File: src/rtl/footies_pkg.sv
// Shared encodings for the fighting-game core: character states, resolver FSM states, winner codes.
package footies_pkg;

    typedef enum logic [2:0] {
        CHAR_IDLE    = 3'b000,
        CHAR_MOVE    = 3'b001,
        CHAR_ATTACK  = 3'b010,
        CHAR_BLOCK   = 3'b011,
        CHAR_HITSTUN = 3'b100
    } char_state_t;

    typedef enum logic [1:0] {
        RS_IDLE  = 2'b00,
        RS_FIGHT = 2'b01,
        RS_KO    = 2'b10
    } res_state_t;

    localparam logic [1:0] WIN_NONE = 2'b00;
    localparam logic [1:0] WIN_P1   = 2'b01;
    localparam logic [1:0] WIN_P2   = 2'b10;
    localparam logic [1:0] WIN_DRAW = 2'b11;

    function automatic logic [3:0] sat_dec(input logic [3:0] v);
        return (v == 4'd0) ? 4'd0 : v - 4'd1;
    endfunction

endpackage

File: src/rtl/hit_resolver_if.sv
// Game-logic side of the hit resolver: frame strobe, round control, hitbox levels and results.
interface hit_resolver_if;
    logic       tick;
    logic       round_start;
    logic       hit1_lands;
    logic       hit2_lands;
    logic [2:0] char1_state;
    logic [2:0] char2_state;
    logic [3:0] p1_health;
    logic [3:0] p2_health;
    logic       p1_stun;
    logic       p2_stun;
    logic       hit1_ack;
    logic       hit2_ack;
    logic       round_over;
    logic [1:0] winner;

    modport slave (
        input  tick, round_start, hit1_lands, hit2_lands, char1_state, char2_state,
        output p1_health, p2_health, p1_stun, p2_stun, hit1_ack, hit2_ack, round_over, winner
    );

    modport master (
        output tick, round_start, hit1_lands, hit2_lands, char1_state, char2_state,
        input  p1_health, p2_health, p1_stun, p2_stun, hit1_ack, hit2_ack, round_over, winner
    );
endinterface

File: src/rtl/stun_timer.sv
// Per-player hitstun down-counter: load wins over tick, clear wins over both; 1-clk latency, no backpressure.
module stun_timer #(
    parameter logic [7:0] LOAD_VAL = 8'd12
) (
    input  logic       clk,
    input  logic       rst,
    input  logic       i_clr,
    input  logic       i_load,
    input  logic       i_tick,
    output logic [7:0] o_count,
    output logic       o_active
);
    logic [7:0] r_count;

    always_ff @(posedge clk or posedge rst) begin
        if (rst) begin
            r_count <= 8'd0;
        end else if (i_clr) begin
            r_count <= 8'd0;
        end else if (i_load) begin
            r_count <= LOAD_VAL;
        end else if (i_tick && (r_count != 8'd0)) begin
            r_count <= r_count - 8'd1;
        end
    end

    assign o_count  = r_count;
    assign o_active = (r_count != 8'd0);
endmodule

File: src/rtl/hit_resolver.sv
// Scores hits between two players, tracks health/hitstun and the IDLE/FIGHT/KO round FSM; results 1 clk after the hit.
// No backpressure; define HIT_TRADE_EN to let simultaneous hits trade instead of clashing.
module hit_resolver
    import footies_pkg::*;
#(
    parameter int MAX_HEALTH  = 3,
    parameter int STUN_FRAMES = 12
) (
    input  logic          clk,
    input  logic          rst,
    hit_resolver_if.slave bus
);
    localparam logic [3:0] HP_INIT   = 4'(MAX_HEALTH);
    localparam logic [7:0] STUN_INIT = 8'(STUN_FRAMES);

    res_state_t r_state, w_state_nxt;
    logic [3:0] r_p1_health, r_p2_health, w_p1_health_nxt, w_p2_health_nxt;
    logic       r_used1, r_used2, w_used1_nxt, w_used2_nxt;
    logic       r_ack1, r_ack2;
    logic [1:0] r_winner, w_winner_nxt;
    logic       w_cand1, w_cand2, w_reg1, w_reg2, w_enter_fight;
    logic       w_p1_stun, w_p2_stun;
    logic [7:0] w_p1_cnt, w_p2_cnt;

    // P1's timer is loaded by P2's hits and vice versa
    stun_timer #(.LOAD_VAL(STUN_INIT)) u_p1_stun (
        .clk(clk), .rst(rst), .i_clr(w_enter_fight), .i_load(w_reg2), .i_tick(bus.tick),
        .o_count(w_p1_cnt), .o_active(w_p1_stun)
    );

    stun_timer #(.LOAD_VAL(STUN_INIT)) u_p2_stun (
        .clk(clk), .rst(rst), .i_clr(w_enter_fight), .i_load(w_reg1), .i_tick(bus.tick),
        .o_count(w_p2_cnt), .o_active(w_p2_stun)
    );

    always_ff @(posedge clk or posedge rst) begin
        if (rst) begin
            r_state <= RS_IDLE;
        end else begin
            r_state <= w_state_nxt;
        end
    end

    always_comb begin
        w_state_nxt     = r_state;
        w_p1_health_nxt = r_p1_health;
        w_p2_health_nxt = r_p2_health;
        w_used1_nxt     = r_used1;
        w_used2_nxt     = r_used2;
        w_winner_nxt    = r_winner;
        w_enter_fight   = 1'b0;

        w_cand1 = (r_state == RS_FIGHT) && bus.hit1_lands && (bus.char1_state == CHAR_ATTACK)
                  && !r_used1 && (w_p2_cnt == 8'd0);
        w_cand2 = (r_state == RS_FIGHT) && bus.hit2_lands && (bus.char2_state == CHAR_ATTACK)
                  && !r_used2 && (w_p1_cnt == 8'd0);
`ifdef HIT_TRADE_EN
        w_reg1 = w_cand1;
        w_reg2 = w_cand2;
`else
        w_reg1 = w_cand1 && !w_cand2;
        w_reg2 = w_cand2 && !w_cand1;
`endif

        // A clash still burns both attacks, so the flag follows the candidate, not the registered hit
        if (bus.char1_state != CHAR_ATTACK) w_used1_nxt = 1'b0;
        else if (w_cand1)                   w_used1_nxt = 1'b1;
        if (bus.char2_state != CHAR_ATTACK) w_used2_nxt = 1'b0;
        else if (w_cand2)                   w_used2_nxt = 1'b1;

        case (r_state)
            RS_IDLE, RS_KO: begin
                if (bus.round_start) begin
                    w_state_nxt     = RS_FIGHT;
                    w_enter_fight   = 1'b1;
                    w_p1_health_nxt = HP_INIT;
                    w_p2_health_nxt = HP_INIT;
                    w_used1_nxt     = 1'b0;
                    w_used2_nxt     = 1'b0;
                    w_winner_nxt    = WIN_NONE;
                end
            end
            RS_FIGHT: begin
                if (w_reg2) w_p1_health_nxt = sat_dec(r_p1_health);
                if (w_reg1) w_p2_health_nxt = sat_dec(r_p2_health);
                if ((w_p1_health_nxt == 4'd0) || (w_p2_health_nxt == 4'd0)) begin
                    w_state_nxt = RS_KO;
                    if ((w_p1_health_nxt == 4'd0) && (w_p2_health_nxt == 4'd0)) w_winner_nxt = WIN_DRAW;
                    else if (w_p1_health_nxt == 4'd0)                           w_winner_nxt = WIN_P2;
                    else                                                        w_winner_nxt = WIN_P1;
                end
            end
            default: w_state_nxt = RS_IDLE;
        endcase
    end

    always_ff @(posedge clk or posedge rst) begin
        if (rst) begin
            r_p1_health <= HP_INIT;
            r_p2_health <= HP_INIT;
            r_used1     <= 1'b0;
            r_used2     <= 1'b0;
            r_ack1      <= 1'b0;
            r_ack2      <= 1'b0;
            r_winner    <= WIN_NONE;
        end else begin
            r_p1_health <= w_p1_health_nxt;
            r_p2_health <= w_p2_health_nxt;
            r_used1     <= w_used1_nxt;
            r_used2     <= w_used2_nxt;
            r_ack1      <= w_reg1;
            r_ack2      <= w_reg2;
            r_winner    <= w_winner_nxt;
        end
    end

    assign bus.p1_health  = r_p1_health;
    assign bus.p2_health  = r_p2_health;
    assign bus.p1_stun    = w_p1_stun;
    assign bus.p2_stun    = w_p2_stun;
    assign bus.hit1_ack   = r_ack1;
    assign bus.hit2_ack   = r_ack2;
    assign bus.round_over = (r_state == RS_KO);
    assign bus.winner     = r_winner;
endmodule

File: src/flat_wrapper.sv
// flat-port wrapper written by rule: the top's interface ports become plain ports
module hit_resolver_flat import footies_pkg::*;
#(
    parameter int MAX_HEALTH  = 3,
    parameter int STUN_FRAMES = 12
)
  (clk, rst, bus_tick, bus_round_start, bus_hit1_lands, bus_hit2_lands, bus_char1_state, bus_char2_state, bus_p1_health, bus_p2_health, bus_p1_stun, bus_p2_stun, bus_hit1_ack, bus_hit2_ack, bus_round_over, bus_winner);
  hit_resolver_if bus_i ();
  input  logic clk;
  input  logic rst;
  input wire logic [$bits(bus_i.tick)-1:0] bus_tick;
  input wire logic [$bits(bus_i.round_start)-1:0] bus_round_start;
  input wire logic [$bits(bus_i.hit1_lands)-1:0] bus_hit1_lands;
  input wire logic [$bits(bus_i.hit2_lands)-1:0] bus_hit2_lands;
  input wire logic [$bits(bus_i.char1_state)-1:0] bus_char1_state;
  input wire logic [$bits(bus_i.char2_state)-1:0] bus_char2_state;
  output wire logic [$bits(bus_i.p1_health)-1:0] bus_p1_health;
  output wire logic [$bits(bus_i.p2_health)-1:0] bus_p2_health;
  output wire logic [$bits(bus_i.p1_stun)-1:0] bus_p1_stun;
  output wire logic [$bits(bus_i.p2_stun)-1:0] bus_p2_stun;
  output wire logic [$bits(bus_i.hit1_ack)-1:0] bus_hit1_ack;
  output wire logic [$bits(bus_i.hit2_ack)-1:0] bus_hit2_ack;
  output wire logic [$bits(bus_i.round_over)-1:0] bus_round_over;
  output wire logic [$bits(bus_i.winner)-1:0] bus_winner;
  assign bus_i.tick = bus_tick;
  assign bus_i.round_start = bus_round_start;
  assign bus_i.hit1_lands = bus_hit1_lands;
  assign bus_i.hit2_lands = bus_hit2_lands;
  assign bus_i.char1_state = bus_char1_state;
  assign bus_i.char2_state = bus_char2_state;
  assign bus_p1_health = bus_i.p1_health;
  assign bus_p2_health = bus_i.p2_health;
  assign bus_p1_stun = bus_i.p1_stun;
  assign bus_p2_stun = bus_i.p2_stun;
  assign bus_hit1_ack = bus_i.hit1_ack;
  assign bus_hit2_ack = bus_i.hit2_ack;
  assign bus_round_over = bus_i.round_over;
  assign bus_winner = bus_i.winner;
  hit_resolver #(.MAX_HEALTH(MAX_HEALTH), .STUN_FRAMES(STUN_FRAMES)) u_core (.clk(clk), .rst(rst), .bus(bus_i));
endmodule
File: config.mk
export PLATFORM = sky130hd
export DESIGN_NAME = hit_resolver_flat
export DESIGN_NICKNAME = d
export VERILOG_FILES = /design/src/rtl/footies_pkg.sv /design/src/rtl/hit_resolver_if.sv /design/src/rtl/stun_timer.sv /design/src/rtl/hit_resolver.sv /design/src/flat_wrapper.sv
export SDC_FILE = /design/constraint.sdc
export NUM_CORES = 1
export LEC_CHECK = 0
export ABC_AREA = 1
export CAP_MARGIN = 0
export CORE_ASPECT_RATIO = 1.1
export CORE_MARGIN = 2
export CORE_UTILIZATION = 39
export CTS_CLUSTER_SIZE = 12
export DETAILED_ROUTE_END_ITERATION = 16
export GPL_TIMING_DRIVEN = 0
export PLACE_DENSITY_LB_ADDON = 0.1
export REMOVE_ABC_BUFFERS = 1
export SLEW_MARGIN = 30
export SYNTH_ARGS = -nofsm -noshare
export SYNTH_HDL_FRONTEND = slang
export SYNTH_SLANG_ARGS = --single-unit
File: constraint.sdc
create_clock -name clk -period 1.5 [get_ports clk]
set_input_delay 0.375 -clock clk [delete_from_list [all_inputs] [get_ports clk]]
set_output_delay 0.375 -clock clk [all_outputs]
set_load 0.02 [all_outputs]
; ---- After elaboration in Yosys (flattened, before gate mapping)
; Index checks and enable logic that the tools add are counted.
[word_totals]
input_bits = 12
out_inout_bits = 15
reg_bits = 32
[classes]
n_reduce_logical = 34
addsub = 4
n_mux = 33
n_eq_ne = 8
[ops]
columns = cell, count
row1 = $mux W8, 6
row2 = $mux W4, 7
row3 = $logic_not A4 Y1, 4
row4 = $logic_not A8 Y1, 2
row5 = $pmux W4 S2, 2
row6 = $reduce_bool A8 Y1, 2
row7 = $sub A8 B1 Y8 const B, 2
row8 = $logic_and A1 B1 Y1, 13
row9 = $mux W2, 6
row10 = $mux W1, 10
row11 = $pmux W2 S2, 2
row12 = $sub A4 B1 Y4 const B, 2
row13 = $eq A3 B2 Y1 const B, 2
row14 = $ne A3 B2 Y1 const B, 2
row15 = $reduce_bool A3 Y1, 2
row16 = $logic_not A1 Y1, 4
row17 = $ne A2 B2 Y1 const B, 2
row18 = $reduce_and A2 Y1, 2
row19 = $reduce_and A3 Y1, 1
row20 = $eq A2 B1 Y1 const B, 1
row21 = $eq A2 B2 Y1 const B, 1
row22 = $logic_not A2 Y1, 1
row23 = $reduce_bool A2 Y1, 1
row24 = $reduce_or A2 Y1, 1
row25 = $logic_or A1 B1 Y1, 1

; ---- Longest topological paths before layout
; Gate-level depths: netlist (run 1).
[depth]
word_depth = 14
ltp_mapped = 15
depth_no_buf = 15

; ---- Modules after synthesis
; From an unflattened synthesis (run 1), not the netlist that was laid out.
[unflattened]
hier_cells = 371
area_unflattened_um2 = 2401.1
[modules_own_cells]
columns = mod, cells_each, instances, area_per_inst_um2
row1 = hit_resolver, 197, 1, 1214.9
row2 = stun_timer, 87, 2, 593.1

; ---- Worst setup path after synthesis (run 1)
; Ideal clock, no wire load.
[synth_timing]
kind = flip-flop to flip-flop
from = register u_core.u_p1_stun.r_count[0], in the netlist u_core.u_p1_stun.o_count[0]
to = register u_core.r_winner[1], in the netlist u_core.bus.winner[1]
required_time_ps = 1382
arrival_ps = 1554
synth_period_minus_slack_ps = 1672
setup_time_ps = 118
path_slack_ps = -172
n_path_buf = 0
path_stages_with_launch = 16
cell_sequence = dfrtp_1 inv_1 ha_1 nand2_1 inv_1 nand2_4 nor2_8 nand2_4 nand2_2 nand2_2 nor2_4 nand2_1 nand2_1 nand2_1 nand2_1 nand2_1
[synth_via]
elab_chain_len = 11
word_cells_on_any_way = 19
[synth_lines]
columns = item, line_no
row1 = start: declaration, stun_timer.sv:13  ; logic [7:0] r_count;
row2 = start signal: assignment, stun_timer.sv:23  ; r_count <= r_count - 8'd1;
row3 = $logic_not A8 Y1 *, hit_resolver.sv:56  ; && !r_used2 && (w_p1_cnt == 8'd0);
row4 = $logic_and A1 B1 Y1 *, hit_resolver.sv:56
row5 = $logic_not A1 Y1, hit_resolver.sv:61  ; w_reg1 = w_cand1 && !w_cand2;
row6 = $logic_and A1 B1 Y1, hit_resolver.sv:61
row7 = $mux W4, hit_resolver.sv:85  ; if (w_reg1) w_p2_health_nxt = sat_dec(r_p2_health);
row8 = $mux W4, hit_resolver.sv:71  ; case (r_state)
row9 = $logic_not A4 Y1, "hit_resolver.sv:86, hit_resolver.sv:88"
row10 = $logic_and A1 B1 Y1, hit_resolver.sv:88  ; if ((w_p1_health_nxt == 4'd0) && (w_p2_health_nxt == 4'd0)) w_winner_nxt = WIN_DRAW;
row11 = $mux W2, hit_resolver.sv:88
row12 = $mux W2, hit_resolver.sv:86  ; if ((w_p1_health_nxt == 4'd0) || (w_p2_health_nxt == 4'd0)) begin
row13 = $pmux W2 S2, hit_resolver.sv:71
row14 = end signal: assignment, hit_resolver.sv:113  ; r_winner <= w_winner_nxt;
row15 = end: declaration, hit_resolver.sv:20  ; logic [1:0] r_winner, w_winner_nxt;
; Every way passes the cells marked *; elsewhere a longest branch is shown, timed or not. The select of a mux whose other input is x is not followed.
; A chain may end at the register's enable or synchronous reset.

; ---- Worst setup path after layout (run 1)
[layout_timing]
from = register u_core.u_p2_stun.r_count[5], in the netlist u_core.u_p2_stun.o_count[5]
to = register u_core.u_p2_stun.r_count[2], in the netlist u_core.u_p2_stun.o_count[2]
[layout_via]
elab_chain_len = 5
word_cells_on_any_way = 8
[layout_lines]
columns = item, line_no
row1 = start: declaration, stun_timer.sv:13
row2 = start signal: assignment, stun_timer.sv:23
row3 = $logic_not A8 Y1 *, hit_resolver.sv:54  ; && !r_used1 && (w_p2_cnt == 8'd0);
row4 = $logic_and A1 B1 Y1 *, hit_resolver.sv:54
row5 = $logic_and A1 B1 Y1 *, hit_resolver.sv:61
row6 = via u_core.u_p2_stun.i_load, stun_timer.sv:8  ; input logic i_load,
row7 = $mux W8, stun_timer.sv:20  ; end else if (i_load) begin
row8 = $mux W8, stun_timer.sv:18  ; end else if (i_clr) begin
; The timed path passes the listed nets; every way through them passes the cells marked *.

==> results of run 1 <==
worst register-to-register path: cells and delay by family, from the launching register on:
kind                   cells  cell delay (ps)
buffers and inverters      1              130
AND/OR/NAND/NOR            8              990
flip-flops                 1              450
AO/OA/AOI/OAI              2              120
layout by cell type (no fill, tap or decap), types with 3 or more instances in the layout:
cell type and count:
o22ai_1 5, buf_4 30, clkdlybuf4s50_1 4, nand2_4 8, nand3_2 4, dfstp_2 4, inv_2 13, nand2_2 17
nand4_1 4, nor2_2 8, clkbuf_8 6, nor3_1 5, a21oi_1 8, xor2_1 5, inv_1 18, nand3_1 9
buf_6 11, nor2_1 13, o21ai_2 4, dfrtp_1 27, buf_2 3, nand2_1 28, nor2_4 15, dlygate4sd2_1 13
o21ai_1 8, o21ai_0 3, nor3_2 3
final cells by class:
class	instances	area, um2
well taps	56	70.1
repair buffers	65	567
fillers	406	1770
multi-input cells	165	1200
inverters	35	151
clock buffers	8	90.1
flip-flops and latches	32	807
metal layers:
layer	up-vias	part of all wire (%)	routed length, um	track usage (%)
met5	-	0	0	0
met4	0	1.1	52	5.00
met3	5	3.8	187	4.20
met2	39	52	2510	30.0
met1	863	44	2120	23.0
li1	898	-	-	-
power by group through the flow:
stage          Combinational, uW  Sequential [uW]  Clock [uW]
2_1_floorplan               1260             1410           0
3_3_place_gp                1720             1390           0
3_5_place_dp                1740             1390           0
4_1_cts                     2230             1370         719
5_1_grt                     2890             1450         754
6_report                    2630             1420         703
final timing paths:
kind,start,to,slack (ps),depth (start not counted)
hold / removal,u_core.bus.winner[1]$_DFFE_PP0P_,u_core.bus.winner[1]$_DFFE_PP0P_,470,2
setup / recovery,u_core.u_p2_stun.o_count[5]$_DFFE_PP0P_,u_core.u_p2_stun.o_count[2]$_DFFE_PP0P_,-300,11
min in group asynchronous,rst,u_core.r_used2$_DFF_PP0_,530,2
setup reg to reg,u_core.u_p2_stun.o_count[5]$_DFFE_PP0P_,u_core.u_p2_stun.o_count[2]$_DFFE_PP0P_,-300,11
hold reg to reg,u_core.bus.winner[1]$_DFFE_PP0P_,u_core.bus.winner[1]$_DFFE_PP0P_,470,2
max in group asynchronous,rst,u_core.u_p2_stun.o_count[6]$_DFFE_PP0P_,470,2
kinds of logic after synthesis:
group / synth area share (%)
compound gates: 10.2
xor+xnor: 3.27
fa+ha+maj: 2.67
buf+inv: 7.27
flops: 43.0
simple gates: 33.6
registers in the layout, indices dropped and copies added, names as in the netlist:
register	flops
u_core.u_p2_stun.o_count	8
u_core.bus.p1_health	4
u_core.bus.hit2_ack	1
u_core.r_state	2
u_core.bus.winner	2
u_core.r_used1	1
u_core.bus.hit1_ack	1
u_core.bus.p2_health	4
u_core.u_p1_stun.o_count	8
u_core.r_used2	1
timing repair:
| action | 4_1_cts | 5_1_grt |
|---|---|---|
| pin swaps | 12 | 27 |
| buffers inserted | 25 | 16 |
| endpoints found under the setup margin | 43 | 33 |
| resized for setup | 81 | 63 |
metrics by stage:
| stage | instance area, um2 | hold WS (ps) | setup TNS, ps | cells |
|---|---|---|---|---|
| after floorplan | 1870 | 433 | -785 | 232 |
| after global placement | 2200 | 450 | -26250 | 314 |
| after detailed placement | 2200 | 457 | -13500 | 314 |
| after CTS | 2580 | 474 | -3050 | 347 |
| after global routing | 2880 | 504 | -8120 | 361 |
| final | 2880 | 474 | -5380 | 361 |
==> flow_results.org, run 1 <==
** Outcome
- The run finished, with violations left.
- Violations in the final reports :: negative setup slack

** Timing
- Peak Freq :: 557 MHz
- Transition time at the pin with the least slew margin :: 716 ps
- Min Clock Period, post-route :: 1800 ps
- Setup clock skew after layout :: between 4 and 5 ps
- The final critical path takes up 120% of the cycle.
- Final Hold Fails :: 0
- Setup ws final :: -296 ps
- Setup violations remaining at the end of the flow were counted as 27.
- Count of final max-slew check failures :: 0
- Headroom to the max-slew limit came out at between 50% and 60%.
- Setup repair after global routing missed its margin :: yes

** Synthesis
- Flop and latch count out of synthesis :: 32
- Async set-or-reset flop fraction in the synthesized netlist :: 100%
- Sequential share of the synthesized area :: 43.0%
- The mapped netlist covers 1880 um2.
- Synth top area cells :: dfrtp_1, nand2_1, dfstp_2, inv_1, nor2_1
- In the post-synthesis netlist, the cell with the most instances is nand2_1.
- Counting flops with a built-in enable in the synthesized netlist gives 0.
- Average cell area after synthesis :: 8.05 um2
- During synthesis, Yosys emitted a total of 0 warnings.
- Area fraction of the dominant cell type after synthesis :: 37.4%
- The cell count after synthesis came out at 233.
- Count of cell types in the netlist :: 30
- By count the netlist is led by nand2_1, dfrtp_1, inv_1.
- Main synth FF type :: dfrtp_1
- Of all cell types, the one taking the most synthesized area is dfrtp_1.

** Place
- Worst slack at placement :: -602 ps
- Port Buf Inserts :: 26
- Detailed placement ended at an HPWL of 2.87 mm.
- Final RePlAce weighted congestion :: about 0.7

** GRT
- The via count of the first global-routing pass is around 1700.
- Number of antenna violations at the first check in global routing :: 0
- Overall fraction of global-route tracks in use :: 17.9%
- Largest net degree at the start of global routing :: 33
- Total congestion overflow after global routing :: 0
- The first global-routing pass estimated 7.71 mm of wire.

** Clocking
- TritonCTS built the clock tree.
- The number of clock buffers added by TritonCTS is 5.
- Clk sink count :: 32
- For the worst-skew pair, the clock arrives at the later sink with an insertion delay of roughly 280 ps.
- Clock tree synthesis selected as its root buffer the cell clkbuf_8.
- After clock tree synthesis, the clock-pin slew on the worst setup and hold paths is 70 ps.
- The clock passes through at most 2 buffers.
- Hold_buf cts :: 0
- The H-tree was split into 2 levels.

** Detailed routing
- First-pass iteration count of the detailed router :: 4
- For this run, design rule violations remaining after detail routing come to 0.
- Initial drt markers :: 60
- Dividing the detail-routed via count by the number of cells gives 5.00.
- Routed wire length :: 4.87 mm
- Via total after detailed routing :: 1805
- WL per Instance :: between 10 and 15 um
- The count of nets left with antenna violations once routing finished came out at 0.

** Setup path
- CP bufs+invs :: 1
- On the critical path the largest part of the delay comes from simple AND/OR/NAND/NOR gates.
- Critical Path Max Stage Delay :: 450 ps
- Arrival time reported for the critical path endpoint :: about 2000 ps
- Critical path, cell by cell :: nor2_2 > nand2_2 > nor2_4 > buf_6 > nand2_8 > nor2_4 > nor2_4 > nand2_4 > o21ai_2 > nand2_1 > o21ai_1
- The setup path with the least slack is of type flop to flop.
- For the worst setup path, the data required time is 1670 ps.
- Worst Setup Start Kind :: flop
- Crit. End Element :: flop
- Most repeated library cell on the critical path :: nor2_4
- Of all nets on the critical path, the largest fanout is 7.
- Slowest CP cell :: dfrtp_1

** Die
- In this run the count of I/O pins placed on the die edge is 27.
- In this run the vertical extent of the chip is 76.7 um.
- The die is 70.1 um wide.
- After floorplanning, the core was sized to cover 4650 um2.
- The die covers 5380 um2.
- The floorplan has 26 rows.
- Once the floorplan was initialized, standard cells occupied 40.3% of the core.

** Power
- Sum of internal, switching and leakage power :: 4750 uW
- Clock Power Share :: 14.8%
- Switching Share :: 43.6%
- Switching power :: roughly 2100 uW
- The internal power of the cells totals approximately 2700 uW.
- Largest vdd supply drop :: 0.000770 V
- In this run the static leakage power is about 0.0014 uW.
- Portion of total power attributed to sequential cells :: 29.8%
- Power per cell area :: about 1600 nW/um2
- Combinational share of power :: 55.4%

** Finish
- Cells fill approximately 62% of the core in the end.
- At the end of the flow, the number of nets in the layout was 320.
- The number of antenna diodes in the final layout is 0.
- Share of layout cells above drive strength 1 :: 47.2%
- Compared with the post-synthesis result, the final layout area differs by 53.8%.

** Run
- Number of violations of the max-capacitance limit :: 0

** Worst hold path
- Worst min-delay path class :: flop to flop
No activity file was read; power rests on OpenSTA's default activity.
==> run 2, diff against run 1 <==
--- a/config.mk
+++ b/config.mk
@@ -8,7 +8,7 @@
 export ABC_AREA = 1
 export CAP_MARGIN = 0
 export CORE_ASPECT_RATIO = 1.1
-export CORE_MARGIN = 2
+export CORE_MARGIN = 1.5
 export CORE_UTILIZATION = 39
 export CTS_CLUSTER_SIZE = 12
 export DETAILED_ROUTE_END_ITERATION = 16
==> flow_results.org, run 2 (synthesis gave the netlist of run 1 again) <==
** Outcome
- The flow ran to the end, but the final reports show violations.
- Violations in the final reports :: negative setup slack

** Clocking
- Hold repair after CTS inserted 0 buffers.
- TritonCTS clock tree :: built
- CTS saw 32 sinks.
- CTS placed an instance of clkbuf_8 at the clock tree root.
- Num CTS Buffers :: 5
- Skew-Pair Late Insertion Delay :: slightly below 300 ps
- Buffer depth of the longest clock path :: 2
- Clock-pin slew was measured on the worst setup and hold paths at 70 ps.
- The H-tree was split into 2 levels.

** GRT
- Number of antenna violations at the first check in global routing :: 0
- Global-route wire length before repair :: 7.80 mm
- In the global route stage, overall resource usage came out at between 10% and 20%.
- Total congestion overflow after global routing :: 0
- Number of global-route vias before repair :: 1723
- Largest net degree at the start of global routing :: 33

** Setup path
- Most repeated library cell on the critical path :: nor2_4
- Counting both buffers and inverters, the worst setup path holds a total of 2.
- STA puts the critical path data arrival time at a little under 2000 ps.
- STA classifies the critical path startpoint as a flop.
- Setup slack on the worst reg-to-reg path comes out at -290 ps.
- Grouping stages by cell kind, the critical path spends the most delay in simple AND/OR/NAND/NOR gates.
- The worst register-to-register path begins at u_core.u_p2_stun.o_count[1]$_DFFE_PP0P_.
- Worst Reg-to-Reg Cells :: 12
- The endpoint identified for the worst register-to-register timing path is u_core.u_p2_stun.o_count[2]$_DFFE_PP0P_.
- Critical Path Max Stage Delay :: 400 ps
- On the critical path, the stage with the largest delay is an instance of dfrtp_1.
- Worst Path Required :: 1680 ps
- Highest net fanout along the worst path :: 7
- Crit. End Element :: flop
- The critical path is of the flop to flop type.
- Critical path, cell by cell :: inv_2 > ha_4 > nand2_4 > nor2_4 > buf_12 > nand2_8 > nor2_4 > nor2_4 > nand2_4 > o21ai_1 > nand2_1 > o21ai_1

** Detailed routing
- Detailed routing inserted a total of roughly 1800 vias.
- First-pass iteration count of the detailed router :: 4
- WL per Instance :: 13.4 um
- Summed over all layers, the routed wires come to a little under 5 mm.
- Initial drt markers :: a little over 80
- Number of vias per cell after detailed routing :: 4.91
- The detail route stage leaves a number of antenna-violating nets equal to 0.
- For this run, design rule violations remaining after detail routing come to 0.

** Die
- Core area :: 4650 um2
- Die Area :: 5230 um2
- During I/O placement, the number of pins put on the boundary was 27.
- Initial standard-cell utilization of the core :: 40.3%
- The die is 69.1 um wide.
- In this run the vertical extent of the chip is 75.7 um.
- Number of rows created at floorplan :: 26

** Finish
- Count of filler cells inserted in the layout :: 405
- Area growth from synthesis to layout :: 57.7%
- Layout net count :: roughly 330
- Final design instance area without fill :: 2960 um2
- Leading cell type in the layout, fill and taps excluded :: buf_4
- Final core area utilization :: between 60% and 70%
- Register Area :: a little over 800 um2
- Cells with a size suffix above 1 make up a little under half of the layout.
- The multi-input combinational cells in the finished layout cover a total of 1210 um2.
- Most used cells in the layout excluding fill and tap cells :: buf_4, nand2_1, dfrtp_1
- 0 antenna diodes ended up in the layout.

** Power
- Combinational logic is responsible for 59.1% of the overall power.
- Summing internal, switching and leakage power gives just over 5000 uW.
- Net switching is approximately 43% of the power.
- Cell Int Power :: around 2900 uW
- Portion of total power attributed to sequential cells :: between 20 and 30%
- The clock network burns ~14% of the power.
- For this design the static power due to leakage is 0.00143 uW.
- In this run the power spent charging and discharging nets is 2200 uW.
- Largest vdd supply drop :: 0.000926 V
- Power spread over the standard cell area amounts to between 1500 and 2000 nW/um2.

** Timing
- Min Clock Period, post-route :: 1790 ps
- At the pin with the least slew margin, the transition time is between 700 and 800 ps.
- Peak Freq :: between 500 and 600 MHz
- Setup clock skew after layout :: 2.71 ps
- Setup repair after global routing missed its margin :: yes
- Number of endpoints failing setup at the final stage :: 25
- Final Hold Fails :: 0
- After layout, the worst path uses 119% of the clock period.
- The worst pin sits at a relative slew slack of a little over half.
- Setup slack on the critical path of the routed design comes to -288 ps.
- The final-report max-slew violation count is 0.

** Worst hold path
- Worst hold path cell count :: 2
- Worst min-delay path class :: flop to flop
- The worst hold path terminates at u_core.bus.winner[1]$_DFFE_PP0P_.
- The worst hold path begins at u_core.bus.winner[1]$_DFFE_PP0P_.

** Place
- Final RePlAce weighted congestion :: 0.711
- Port Buf Inserts :: 26
- Area post-placement :: 2200 um2
- Placed wire-length estimate :: slightly below 3 mm

** Run
- The tool flagged a number of max-cap violations equal to 0.
[run 2: cell count changes in the layout (fill, tap and decap cells not counted), sizes merged]
cell and delta:
dlygate4sd2 -3, dlymetal6s2s -1, inv -1, clkbuf -3, clkinv +3, buf +10
clkdlybuf4s50 +4
[run 2: what timing repair did]
action                     4_1_cts  5_1_grt
resized for setup               88       41
pin swaps                       23       24
setup buffers                   33       17
setup endpoints to repair       42       34
[run 2: area by class of cell]
cell class              instances  area share [%]
repair buffers                 74            21.4
clock buffers                   6            2.79
flip-flops and latches         32            27.2
multi-input cells             165            40.8
well taps                      56            2.37
inverters                      35            5.12
clock inverters                 2           0.338
[run 2: worst min-delay path: cells and delay by family (launching register included)]
family / cells / cell delay (ps)
flip-flops: 1 / 340
AND/OR/NAND/NOR: 2 / 100
[run 2: worst max-delay path by stage]
stage | start | endpoint | slack, ps | cells after the start
global route | u_core.u_p2_stun.o_count[6]$_DFFE_PP0P_ | u_core.bus.winner[1]$_DFFE_PP0P_ | -400 | 13
CTS | u_core.u_p2_stun.o_count[3]$_DFFE_PP0P_ | u_core.bus.winner[0]$_DFFE_PP0P_ | -220 | 13
global placement | bus_hit1_lands | u_core.bus.winner[1]$_DFFE_PP0P_ | -590 | 14
detailed placement | bus_char2_state[1] | u_core.bus.winner[0]$_DFFE_PP0P_ | -600 | 14
floorplan | u_core.u_p1_stun.o_count[0]$_DFFE_PP0P_ | u_core.bus.winner[1]$_DFFE_PP0P_ | -170 | 15
finish | u_core.u_p2_stun.o_count[1]$_DFFE_PP0P_ | u_core.u_p2_stun.o_count[2]$_DFFE_PP0P_ | -290 | 12
[run 2: layer usage]
layer,track usage [%],wire length [um],up-vias
li1,-,-,913
met1,23.7,2220,861
met2,32.1,2500,34
met3,4.63,151,8
met4,8.28,89,0
met5,0,0,-
[run 2: power by group through the flow]
stage,clock (uW),combinational [uW],sequential [uW]
2_1_floorplan,0,1260,1410
3_3_place_gp,0,1720,1390
3_5_place_dp,0,1750,1390
4_1_cts,728,2450,1370
5_1_grt,764,3290,1410
6_report,713,3020,1380
[run 2: through the flow]
| stage | hold WS [ps] | setup TNS [ps] | worst slack, ps | instances |
|---|---|---|---|---|
| after CTS | 479 | -3240 | -221 | 355 |
| after global routing | 513 | -8080 | -399 | 370 |
| after floorplan | 433 | -785 | -172 | 232 |
| after detailed placement | 465 | -13240 | -596 | 314 |
| after global placement | 452 | -26580 | -586 | 314 |
| final | 476 | -5410 | -288 | 370 |
==> run 3, diff against run 2 <==
==> constraint.sdc (replaced) <==
create_clock -name clk -period 2.1 [get_ports clk]
set_input_delay 0.525 -clock clk [delete_from_list [all_inputs] [get_ports clk]]
set_output_delay 0.525 -clock clk [all_outputs]
set_load 0.02 [all_outputs]
==> flow_results.org, run 3 (synthesis gave the netlist of run 1 again) <==
** Clocking
- TritonCTS built the clock tree.
- CTS root buffer :: clkbuf_8
- Buffer depth of the longest clock path :: 2
- Clk sink count :: 32
- The H-tree was split into 2 levels.
- Buffers inserted during clock tree synthesis total 5.
- Clock-pin slew of the registers on the worst-case setup and hold paths :: 70 ps
- For the worst-skew pair, the clock arrives at the later sink with an insertion delay of slightly below 300 ps.

** Detailed routing
- Dividing the detail-routed via count by the number of cells gives about 5.
- WL per Instance :: 12.4 um
- Before antenna repair, the detailed router went through 4 iterations.
- Routed wire length :: 4.03 mm
- Via total after detailed routing :: around 1600
- For this block, the initial DRC count from the detailed router was between 50 and 60.
- DRC :: 0
- In this run the remaining antenna-violating nets after routing total 0.

** Die
- Number of rows created at floorplan :: 26
- Vertical die dimension :: 75.7 um
- The floorplan step set the die width to 69.1 um.
- The die covers 5230 um2.
- The core region is 4650 um2.
- During I/O placement, the number of pins put on the boundary was 27.
- Initial standard-cell utilization of the core :: between 40% and 50%

** Setup path
- Following the worst setup path forward leads to its endpoint at bus_p2_health[1].
- In this run the register-to-register setup slack is 290 ps.
- For this design, the slowest cell found on the critical path is clkdlybuf4s50_1.
- Critical path, cell by cell :: clkdlybuf4s50_1
- Kind of cell with the highest combined delay on the critical path :: buffers and inverters
- Of all nets on the critical path, the largest fanout is 6.
- End of the worst register-to-register path :: u_core.bus.winner[0]$_DFFE_PP0P_
- FF-to-FF Start :: u_core.u_p2_stun.o_count[1]$_DFFE_PP0P_
- In this run the number of cells on the critical path is 1.
- Critical Path Max Stage Delay :: 610 ps
- The critical path in this run is classified as flop to output port.
- STA puts the critical path data required time at 1570 ps.
- Arrival time reported for the critical path endpoint :: 1480 ps
- The worst setup path is captured at an output port.
- Origin of the worst setup path :: u_core.bus.p2_health[1]$_DFFE_PP1P_
- Counting cells, the worst reg-to-reg path comes to 14.
- Counting both buffers and inverters, the worst setup path holds a total of 1.
- STA classifies the critical path startpoint as a flop.

** Finish
- Final design instance area without fill :: around 2300 um2
- In the layout the commonest cells are nand2_1, dfrtp_1, inv_1.
- The multi-input combinational cells in the finished layout cover a total of between 900 and 1000 um2.
- Leading cell type in the layout, fill and taps excluded :: nand2_1
- The filler cells instantiated in the layout total approximately 480.
- The repair_antennas step left the layout with diodes totalling 0.
- Area growth from synthesis to layout :: 25.0%
- Share of layout cells above drive strength 1 :: 20.8%
- Cells fill approximately half of the core in the end.
- Across the whole layout, storage elements account for 806 um2.
- Layout net count :: 284

** GRT
- For this run, global-route usage on met1 was measured as 21.2%.
- The total overflow left after global routing is 0.
- For this run, global-route usage on met3 was measured as 4.50%.
- Global-route track usage on met2 :: 27.6%
- Global routing used between 10% and 20% of the available tracks across all layers.
- The via count of the first global-routing pass is 1485.
- Number of antenna violations at the first check in global routing :: 0
- The first global-routing pass estimated 6.81 mm of wire.
- Grt peak-use layer :: met2
- Entering global routing, the biggest net connects 33 pins.

** Power
- Power per cell area :: 1180 nW/um2
- LEAKAGE :: 0.00116 uW
- Largest vdd supply drop :: 0.000566 V

** Place
- Summing all placed instances gives a cell area of about 2200 um2.
- Final RePlAce weighted congestion :: 0.711
- Before CTS, the worst setup slack after placement is -146 ps.
- The HPWL after detailed placement is 2.89 mm.
- Port Buf Inserts :: 26

** Timing
- Across the routed clock network, the largest skew measured is about 3.8 ps.
- Max-slew headroom at the worst pin :: 53.4%
- In the post-route analysis, the smallest setup slack over all paths is 92.8 ps.
- Setup repair after global routing left no endpoint under its margin.
- Number of endpoints failing setup at the final stage :: 0
- Count of final max-slew check failures :: 0
- Final hold analysis gives a worst-case slack of 478 ps.
- Final Hold Fails :: 0
- Peak Freq :: 498 MHz
- Transition time at the pin with the least slew margin :: 698 ps
- Portion of the clock cycle consumed by the worst path in the final layout :: 95.6%
- Min Clock Period, post-route :: 2010 ps

** Worst hold path
- In this run the worst hold path is classified as flop to flop.

** Run
- Max-cap violations in this run came to 0.

** Outcome
- The run finished with clean final reports.
## run 3: power by group
| group | internal [uW] | total [uW] | switching, uW | leakage (uW) |
|---|---|---|---|---|
| logic | 495 | 1270 | 779 | 0.000704 |
| clock network | 261 | 499 | 238 | 0.0000510 |
| registers | 826 | 992 | 166 | 0.000407 |
## run 3: layout make-up
cell class | instances | share of cell area, %
Clock buffer | 6 | 3.52
Clock inverter | 2 | 0.427
Inverter | 35 | 5.66
Multi-Input combinational cell | 165 | 40.4
Sequential cell | 32 | 34.4
Tap cell | 56 | 2.99
Timing Repair Buffer | 29 | 12.6
## run 3: layer usage
| metal | vias up | wire (um) |
|---|---|---|
| li1 | 823 | - |
| met1 | 739 | 1980 |
| met2 | 24 | 1850 |
| met3 | 7 | 130 |
| met4 | 0 | 77 |
| met5 | - | 0 |
## run 3: worst min path at each step
stage | startpoint | endpoint | slack (ps) | cells after the start
after floorplan | u_core.u_p1_stun.o_count[7]$_DFFE_PP0P_ | u_core.u_p1_stun.o_count[7]$_DFFE_PP0P_ | 430 | 1
after global placement | u_core.u_p1_stun.o_count[7]$_DFFE_PP0P_ | u_core.u_p1_stun.o_count[7]$_DFFE_PP0P_ | 450 | 1
after detailed placement | u_core.bus.winner[1]$_DFFE_PP0P_ | u_core.bus.winner[1]$_DFFE_PP0P_ | 470 | 2
after CTS | u_core.bus.winner[1]$_DFFE_PP0P_ | u_core.bus.winner[1]$_DFFE_PP0P_ | 480 | 2
after global routing | u_core.u_p1_stun.o_count[7]$_DFFE_PP0P_ | u_core.u_p1_stun.o_count[7]$_DFFE_PP0P_ | 520 | 1
final | u_core.u_p1_stun.o_count[7]$_DFFE_PP0P_ | u_core.u_p1_stun.o_count[7]$_DFFE_PP0P_ | 480 | 1
## run 3: metrics by stage
| stage | cells | TNS (ps) | total power (uW) |
|---|---|---|---|
| 2_1_floorplan | 232 | 0 | 1910 |
| 3_3_place_gp | 314 | -721 | 2220 |
| 3_5_place_dp | 314 | -744 | 2250 |
| 4_1_cts | 322 | 0 | 2760 |
| 5_1_grt | 325 | 0 | 3010 |
| 6_report | 325 | 0 | 2770 |
## run 3: repair_timing
item,CTS,global route
hold buffers,0,0
setup buffers,0,3
pin swaps,0,4
setup endpoints to repair,2,5
resized for setup,4,9
